**src/rtl/fifo_pkg.sv**
```systemverilog
// Shared definitions for the FIFO burst reader: state encoding and occupancy-count width.
package fifo_pkg;

  typedef enum logic [1:0] {
    IDLE  = 2'd0,
    BURST = 2'd1,
    DRAIN = 2'd2
  } rd_state_e;

  // Occupancy needs one bit more than the address so a full FIFO reads as 2**ADDR_WIDTH.
  function automatic int unsigned cnt_width(input int unsigned addr_width);
    return addr_width + 1;
  endfunction

endpackage

```
**src/rtl/fifo_rd_timeout_ctr.sv**
```systemverilog
// Idle counter for the FIFO reader: counts while partial data sits unread and
// pulses expire on the cycle the count reaches TIMEOUT_CYCLES-1.
module fifo_rd_timeout_ctr #(
  parameter int unsigned TIMEOUT_CYCLES = 64
) (
  input  logic clk,
  input  logic reset,
  input  logic run,
  output logic expire
);

  localparam int unsigned CW = (TIMEOUT_CYCLES > 1) ? $clog2(TIMEOUT_CYCLES) : 1;
  localparam logic [CW-1:0] LAST = CW'(TIMEOUT_CYCLES - 1);

  logic [CW-1:0] cnt_q, cnt_d;

  // Dropping run (empty FIFO or leaving IDLE) clears the count.
  always_comb begin
    expire = run && (cnt_q == LAST);
    cnt_d  = (run && !expire) ? cnt_q + 1'b1 : '0;
  end

  always_ff @(posedge clk or posedge reset) begin
    if (reset) cnt_q <= '0;
    else       cnt_q <= cnt_d;
  end

endmodule

```
**src/rtl/fifo_burst_reader.sv**
```systemverilog
// Pops fixed-length bursts from a FWFT FIFO onto a valid/ready stream with m_last.
// Define FIFO_READER_TIMEOUT_EN to flush partial contents after TIMEOUT_CYCLES idle cycles.
module fifo_burst_reader
  import fifo_pkg::*;
#(
  parameter int unsigned DATA_WIDTH     = 16,
  parameter int unsigned ADDR_WIDTH     = 4,
  parameter int unsigned BURST_LEN      = 4,
  parameter int unsigned TIMEOUT_CYCLES = 64
) (
  input  logic                  clk,
  input  logic                  reset,
  input  logic [DATA_WIDTH-1:0] fifo_data,
  input  logic                  fifo_empty,
  input  logic                  fifo_full,
  input  logic [ADDR_WIDTH-1:0] fifo_depth,
  output logic                  fifo_ren,
  output logic [DATA_WIDTH-1:0] m_data,
  output logic                  m_valid,
  output logic                  m_last,
  input  logic                  m_ready,
  output logic                  busy,
  output logic                  burst_done
);

  localparam int unsigned CNT_W = cnt_width(ADDR_WIDTH);
  localparam logic [CNT_W-1:0] BURST_LEN_C = CNT_W'(BURST_LEN);
  localparam logic [CNT_W-1:0] ONE_C = CNT_W'(1);

  rd_state_e             state_q, state_d;
  logic [CNT_W-1:0]      remaining_q, remaining_d;
  logic [DATA_WIDTH-1:0] m_data_q, m_data_d;
  logic                  m_valid_q, m_valid_d;
  logic                  m_last_q, m_last_d;
  logic                  burst_done_q, burst_done_d;

  logic [CNT_W-1:0] count;
  logic             out_free, accept, partial, tmo_expire;

  assign count    = {fifo_full, fifo_depth};
  assign out_free = !m_valid_q || m_ready;
  assign accept   = m_valid_q && m_ready;
  assign partial  = (state_q == IDLE) && (count != '0) && (count < BURST_LEN_C);

`ifdef FIFO_READER_TIMEOUT_EN
  fifo_rd_timeout_ctr #(
    .TIMEOUT_CYCLES (TIMEOUT_CYCLES)
  ) u_timeout (
    .clk    (clk),
    .reset  (reset),
    .run    (partial),
    .expire (tmo_expire)
  );
`else
  logic unused_timeout;
  assign unused_timeout = partial ^ (TIMEOUT_CYCLES != 0);
  assign tmo_expire     = 1'b0;
`endif

  always_comb begin
    state_d      = state_q;
    remaining_d  = remaining_q;
    m_data_d     = m_data_q;
    m_valid_d    = m_valid_q;
    m_last_d     = m_last_q;
    burst_done_d = 1'b0;
    fifo_ren     = 1'b0;
    case (state_q)
      IDLE: begin
        if (count >= BURST_LEN_C) begin
          state_d     = BURST;
          remaining_d = BURST_LEN_C;
        end else if (tmo_expire) begin
          state_d     = BURST;
          remaining_d = count;
        end
      end
      BURST: begin
        // A held output word blocks the pop, so m_data never changes under backpressure.
        fifo_ren = (remaining_q != '0) && !fifo_empty && out_free;
        if (fifo_ren) begin
          m_data_d    = fifo_data;
          m_valid_d   = 1'b1;
          m_last_d    = (remaining_q == ONE_C);
          remaining_d = remaining_q - 1'b1;
          if (remaining_q == ONE_C) state_d = DRAIN;
        end else if (accept) begin
          m_valid_d = 1'b0;
          m_last_d  = 1'b0;
        end
      end
      DRAIN: begin
        if (accept) begin
          burst_done_d = 1'b1;
          m_valid_d    = 1'b0;
          m_last_d     = 1'b0;
          state_d      = IDLE;
        end
      end
      default: state_d = IDLE;
    endcase
  end

  always_ff @(posedge clk or posedge reset) begin
    if (reset) begin
      state_q      <= IDLE;
      remaining_q  <= '0;
      m_data_q     <= '0;
      m_valid_q    <= 1'b0;
      m_last_q     <= 1'b0;
      burst_done_q <= 1'b0;
    end else begin
      state_q      <= state_d;
      remaining_q  <= remaining_d;
      m_data_q     <= m_data_d;
      m_valid_q    <= m_valid_d;
      m_last_q     <= m_last_d;
      burst_done_q <= burst_done_d;
    end
  end

  assign m_data     = m_data_q;
  assign m_valid    = m_valid_q;
  assign m_last     = m_last_q;
  assign busy       = (state_q != IDLE);
  assign burst_done = burst_done_q;

endmodule

```
**config.mk**
```make
export PLATFORM = sky130hd
export DESIGN_NAME = fifo_burst_reader
export DESIGN_NICKNAME = d
export VERILOG_FILES = /design/src/rtl/fifo_pkg.sv /design/src/rtl/fifo_rd_timeout_ctr.sv /design/src/rtl/fifo_burst_reader.sv
export SDC_FILE = /design/constraint.sdc
export NUM_CORES = 1
export LEC_CHECK = 0
export CAP_MARGIN = 20
export CORE_ASPECT_RATIO = 1.25
export CORE_MARGIN = 10
export CORE_UTILIZATION = 39
export DETAILED_ROUTE_END_ITERATION = 12
export PLACE_DENSITY = 0.74
export SLEW_MARGIN = 20
export SYNTH_ARGS = -nofsm -noshare
export SYNTH_HDL_FRONTEND = slang
export SYNTH_SLANG_ARGS = --single-unit
```
**constraint.sdc**
```tcl
create_clock -name clk -period 2 [get_ports clk]
set_input_delay 0.4 -clock clk [delete_from_list [all_inputs] [get_ports clk]]
set_output_delay 0.4 -clock clk [all_outputs]
set_load 0.05 [all_outputs]
```
Yosys cells after proc, flatten, opt, wreduce, memory -nomap -nowiden
Index checks and enable logic that the tools add are counted.
W data, S select, Z words.
{ "totals": {"register_bits": 26, "inputBits": 25, "elab_cells": 46} }
{ "classes": {"addsub": 1, "n_lt_le_gt_ge": 1, "eq_ne": 7, "n_mux": 17, "n_reduce_logical": 14} }
{ "op_table": {"columns": ["op", "count"], "rows": [
  ["$mux W5", 2],
  ["$pmux W5 S2", 1],
  ["$mux W2", 4],
  ["$mux W1", 7],
  ["$ne A2 B2 Y1 const B", 3],
  ["$pmux W2 S3", 1],
  ["$reduce_bool A2 Y1", 3],
  ["$eq A5 B1 Y1 const B", 1],
  ["$ge A5 B3 Y1 const B", 1],
  ["$reduce_bool A5 Y1", 1],
  ["$sub A5 B1 Y5 const B", 1],
  ["$pmux W1 S2", 2],
  ["$reduce_and A4 Y1", 1],
  ["$logic_and A1 B1 Y1", 3],
  ["$reduce_and A3 Y1", 1],
  ["$eq A2 B1 Y1 const B", 1],
  ["$eq A2 B2 Y1 const B", 1],
  ["$logic_not A1 Y1", 2],
  ["$logic_not A2 Y1", 1],
  ["$ne A2 B1 Y1 const B", 1],
  ["$reduce_and A2 Y1", 1],
  ["$logic_or A1 B1 Y1", 1]
]} }

Logic depth before layout (Yosys ltp)
{ "logic_depth": {"word_depth": 5, "mapped_depth": 7, "mapped_depth_nobuf": 6} }

Worst setup path before layout
OpenSTA, ideal clock, no wires.
{ "synth_path": {"path_type": "flip-flop to flip-flop", "start": "register state_q[1]", "end": "register m_data_q[0], in the netlist m_data[0]", "arrival_time_ns": 1.978, "t_required_ns": 1.875, "setup_slack_ns": -0.103, "path_stages_with_launch": 7, "path_buffers": 1, "synth_period_minus_slack_ns": 2.103, "path_cell_list": "dfrtp_1 inv_1 ha_1 inv_1 nor4_4 buf_2 mux2_2"} }
{ "synth_via": {"elab_chain_cells": 2} }
{ "synth_lines": {"columns": ["element", "line_no", "source"], "rows": [
  ["from (decl)", "fifo_burst_reader.sv:30", "rd_state_e state_q, state_d;"],
  ["from (signal assigned)", "fifo_burst_reader.sv:113", "state_q <= state_d;"],
  ["$eq A2 B1 Y1", "fifo_burst_reader.sv:68", "case (state_q)"],
  ["$reduce_and A2 Y1 (no source line)", null, null],
  ["to (signal assigned)", "fifo_burst_reader.sv:115", "m_data_q <= m_data_d;"],
  ["to (decl)", "fifo_burst_reader.sv:32", "logic [DATA_WIDTH-1:0] m_data_q, m_data_d;"]
]} }
Every way passes these cells.
A chain may end at the register's enable or synchronous reset.

Final worst setup path
{ "layout_path": {"start": "register state_q[1]", "end": "output port fifo_ren"} }
{ "layout_via": {"elab_chain_cells": 2} }
{ "layout_lines": {"columns": ["element", "line_no", "source"], "rows": [
  ["$eq A2 B1 Y1", "fifo_burst_reader.sv:68", null],
  ["$mux W1", "fifo_burst_reader.sv:68", null],
  ["to (decl)", "fifo_burst_reader.sv:17", "output logic fifo_ren,"]
]} }
Every way passes these cells.

==> impl_metrics.prom <==
# TYPE chip_impl_metric gauge
chip_impl_metric{name="postSynth.asyncResetShare",unit="%"} 100.0
chip_impl_metric{name="placement.io_buffers",unit=""} 43
chip_impl_metric{name="route.detailed.wl_per_inst",unit="um"} 16.77
chip_impl_metric{name="i_o_pin_cnt",unit=""} 46
chip_impl_metric{name="drt-pass1-iter-count",unit=""} 3
chip_impl_metric{name="clock-skew-final",unit="ns"} 0.009732
chip_impl_info{name="grt_setup_unrepaired",value="yes"} 1
chip_impl_metric{name="maximum_number_of_buffers_from_clock_root_to_sink",unit=""} 2
chip_impl_metric{name="maximum_number_of_pins_on_one_net_before_global_route_repair",unit=""} 16
chip_impl_metric{name="report.final.setup_viol",unit=""} 3
chip_impl_metric{name="ant_nets",unit=""} 0
chip_impl_metric{name="route.detailed.vias_per_inst",unit=""} 5.024
chip_impl_info{name="critical_path.reg2reg.endpoint",value="state_q[0]"} 1
chip_impl_metric{name="drive_gt1_share",unit="%"} 38.01
chip_impl_metric{name="antennaDiodeCount",unit=""} 0
chip_impl_metric{name="synth-warning-count",unit=""} 0
chip_impl_metric{name="synth.net_count",unit=""} 131
chip_impl_info{name="synth.most_common_cell",value="dfrtp_1"} 1
chip_impl_metric{name="grt_pass1_vias",unit=""} 1214
chip_impl_info{name="tritoncts",value="built"} 1
chip_impl_metric{name="fillers",unit=""} 228
chip_impl_metric{name="distinct_cell_type_count_after_synthesis",unit=""} 33
chip_impl_metric{name="die_area",unit="sq um"} 5897
chip_impl_info{name="crit_family",value="buffers and inverters"} 1
chip_impl_metric{name="chipWidth",unit="um"} 70.71
chip_impl_info{name="main_synth_ff_type",value="dfrtp_1"} 1
chip_impl_metric{name="finalHoldViolCount",unit=""} 0
chip_impl_metric{name="finalCritPeriodShare",unit="%"} 105.2
chip_impl_metric{name="setup-tns-final",unit="ns"} -0.2072
chip_impl_metric{name="fmaxAchievable",unit="GHz"} 0.4751
chip_impl_info{name="timing.hold.worst.class",value="primary input to async pin"} 1
chip_impl_info{name="critPathSlowestCell",value="dfrtp_1"} 1
chip_impl_metric{name="number_of_buffers_created_by_cts",unit=""} 3
chip_impl_metric{name="syn-cell-area",unit="sq um"} 1254
chip_impl_metric{name="ff2ff_setup_slack",unit="ns"} -0.10
chip_impl_metric{name="power_density",unit="nW/um^2"} 1740
chip_impl_info{name="yosys-top-cells-area",value="dfrtp_1, mux2_2, ha_1"} 1
chip_impl_metric{name="worstPathMaxFanout",unit=""} 4
chip_impl_metric{name="count_of_nets_after_finishing",unit=""} 203
chip_impl_info{name="criticalPathCategory",value="register to output pin"} 1
chip_impl_metric{name="rr_worst_depth",unit=""} 6
chip_impl_metric{name="cts_h_tree_lvls",unit=""} 1
chip_impl_info{name="outcome",value="complete, but fails checks"} 1
chip_impl_metric{name="critPathRequiredTime",unit="ns"} 1.60
chip_impl_info{name="cp-start-kind",value="register"} 1
chip_impl_metric{name="ys_ff_latch",unit=""} 26
chip_impl_metric{name="postLayoutCellArea",unit="sq um"} 2068
chip_impl_metric{name="design.core.area",unit="sq um"} 3000
chip_impl_info{name="r2r_start",value="remaining_q[1]"} 1
chip_impl_metric{name="timing.max_cap.violations",unit=""} 0
chip_impl_metric{name="synth_enable_flop_cells",unit=""} 0
chip_impl_metric{name="worst-slew-pin-transition",unit="ns"} 0.5255
chip_impl_metric{name="final.hold.worst_slack",unit="ns"} 0.3506
chip_impl_metric{name="timing.slew.headroom",unit="%"} 64.85
chip_impl_metric{name="fin_crit",unit="ns"} 2.105
chip_impl_metric{name="clock_pin_slew_worst_setup_and_hold_paths",unit="ns"} 0.15
chip_impl_metric{name="rows",unit=""} 22
chip_impl_metric{name="insertion_delay",unit="ns"} 0.33
chip_impl_metric{name="start_util",unit="%"} 41.78
chip_impl_metric{name="fin_max_slew_vios",unit=""} 0
chip_impl_metric{name="global_route_wire_length_before_repair",unit="um"} 5685
chip_impl_metric{name="post_synth_inst_count",unit=""} 100
chip_impl_metric{name="ir_worst_vdd",unit="mV"} 1.404
chip_impl_metric{name="syn-mean-instance-area",unit="sq um"} 12.54
chip_impl_metric{name="fin_worst_setup_slack",unit="ns"} -0.1049
chip_impl_metric{name="critical_path.n_buffers_inverters",unit=""} 4
chip_impl_metric{name="gp_congestion",unit=""} 0.8062
chip_impl_metric{name="drt_iter0_drc",unit=""} 15
chip_impl_metric{name="globalRouteOverflowTotal",unit=""} 0
chip_impl_info{name="cp-startpoint",value="state_q[1]"} 1
chip_impl_metric{name="sequential_element_share_of_the_synthesized_area",unit="%"} 51.90
chip_impl_metric{name="number_of_vias_in_the_routed_layout",unit=""} 1040
chip_impl_info{name="synthDominantAreaCellType",value="dfrtp_1"} 1
chip_impl_metric{name="finalCoreUtilization",unit="%"} 68.93
chip_impl_metric{name="clock_sink_count",unit=""} 26
chip_impl_info{name="failing_checks",value="setup timing"} 1
chip_impl_metric{name="synthDominantCellAreaShare",unit="%"} 51.90
chip_impl_info{name="cp-endpoint",value="fifo_ren"} 1
chip_impl_metric{name="groute.usage.overall",unit="%"} 11.44
chip_impl_metric{name="critical_path_depth",unit=""} 6
chip_impl_info{name="synth_top_cells_by_count",value="dfrtp_1, mux2_2, inv_1"} 1
chip_impl_metric{name="flow.area_growth_from_synthesis",unit="%"} 64.97
chip_impl_info{name="crit_path_frequent_cell",value="buf_12"} 1
chip_impl_metric{name="dp.final_hpwl",unit="um"} 2544
chip_impl_metric{name="cts-hold-fix-buffers",unit=""} 0
chip_impl_metric{name="placement_stage_cell_area",unit="sq um"} 1898
chip_impl_metric{name="postRouteWirelength",unit="um"} 3471
chip_impl_metric{name="grt_antenna_before_repair",unit=""} 0
chip_impl_info{name="cts-root-buf",value="clkbuf_4"} 1
chip_impl_info{name="endpoint_kind",value="output pin"} 1
chip_impl_metric{name="total_leakage_power",unit="nW"} 0.9143
chip_impl_metric{name="chipHeight",unit="um"} 83.39
chip_impl_metric{name="max_stage_delay",unit="ns"} 0.42
chip_impl_info{name="chain_of_cells_forming_the_critical_path",value="inv_2, ha_4, inv_1, nor4_4, buf_12, buf_12"} 1
chip_impl_metric{name="drc_errors",unit=""} 0
chip_impl_metric{name="cp_data_arrival_time",unit="ns"} 1.70
[repair_timing]
| item | CTS | global route |
|---|---|---|
| cloned | 0 | 0 |
| pin swaps | 1 | 0 |
| endpoints found under the setup margin | 14 | 13 |
| gates resized for setup | 11 | 5 |
| buffers inserted | 5 | 3 |
[state kept, by name (all words and copies together), names as in the netlist]
name and cells:
burst_done 1, m_data 16, m_last 1, m_valid 1, remaining_q 5, state_q 2
[through the flow]
step	setup WS (ns)	instances	power (mW)
after global routing	-0.1825	207	3.803
after detailed placement	-0.2140	196	3.070
after floorplan	0.005159	100	2.214
after global placement	-0.1861	196	3.002
final	-0.1049	207	3.600
after CTS	-0.1009	204	3.554
[worst min path at each step]
stage                             to  slack, ns  cells past startpoint
after detailed placement      m_last       0.48                      1
after CTS                  m_data[8]       0.36                      3
after global routing       m_data[2]       0.39                      3
after floorplan           burst_done       0.44                      1
final                      m_data[8]       0.35                      3
after global placement     m_data[3]       0.49                      1
[cell families after synthesis]
| logic type | share of synthesized area (%) |
|---|---|
| DFF | 51.90 |
| and+or+nand+nor | 12.97 |
| muxes | 16.87 |
| AOI/OAI and AO/OA | 9.082 |
| buffers and inverters | 3.194 |
| adders and majority gates | 5.988 |
[power by group]
| part | switching [mW] | internal (mW) |
|---|---|---|
| registers | 0.132 | 0.749 |
| logic | 1.31 | 1.04 |
| clock network | 0.165 | 0.203 |
| total | 1.60 | 2.00 |
[layout by cell type (no fill, tap or decap), types with 2 or more instances in the layout]
cell,instances
nor3_1,2
nand2_1,6
o21a_1,2
dlygate4sd2_1,2
buf_12,3
clkbuf_4,3
inv_2,3
nor4_1,2
inv_1,5
mux2_2,16
dfrtp_1,26
ha_4,2
nand3_1,2
buf_4,23
nor2_1,3
mux2i_1,2
ha_1,4
o21ai_0,2
clkdlybuf4s50_1,39
[worst min-delay path, delay by kind of cell]
family	cells	cell delay, ns
buf+inv	3	0.67
[per-layer routing]
layer  vias up  global-route usage (%)  part of all wire, %
met5         -                       0                    0
met3         6                   5.238                  8.9
met4         0                   3.691                  1.4
li1        500                       -                    -
met2        35                   20.29                   51
met1       499                   11.39                   38
[final cells by class]
type | instances | area [sq um] | share of cell area (%)
Clock buffer | 3 | 22.52 | 1.089
Clock inverter | 1 | 30.03 | 1.452
Inverter | 8 | 30.03 | 1.452
Multi-Input combinational cell | 64 | 623.1 | 30.13
Sequential cell | 26 | 650.6 | 31.46
Tap cell | 36 | 45.04 | 2.178
Timing Repair Buffer | 69 | 666.9 | 32.24
Note: power is estimated with default switching activity, not from simulation.
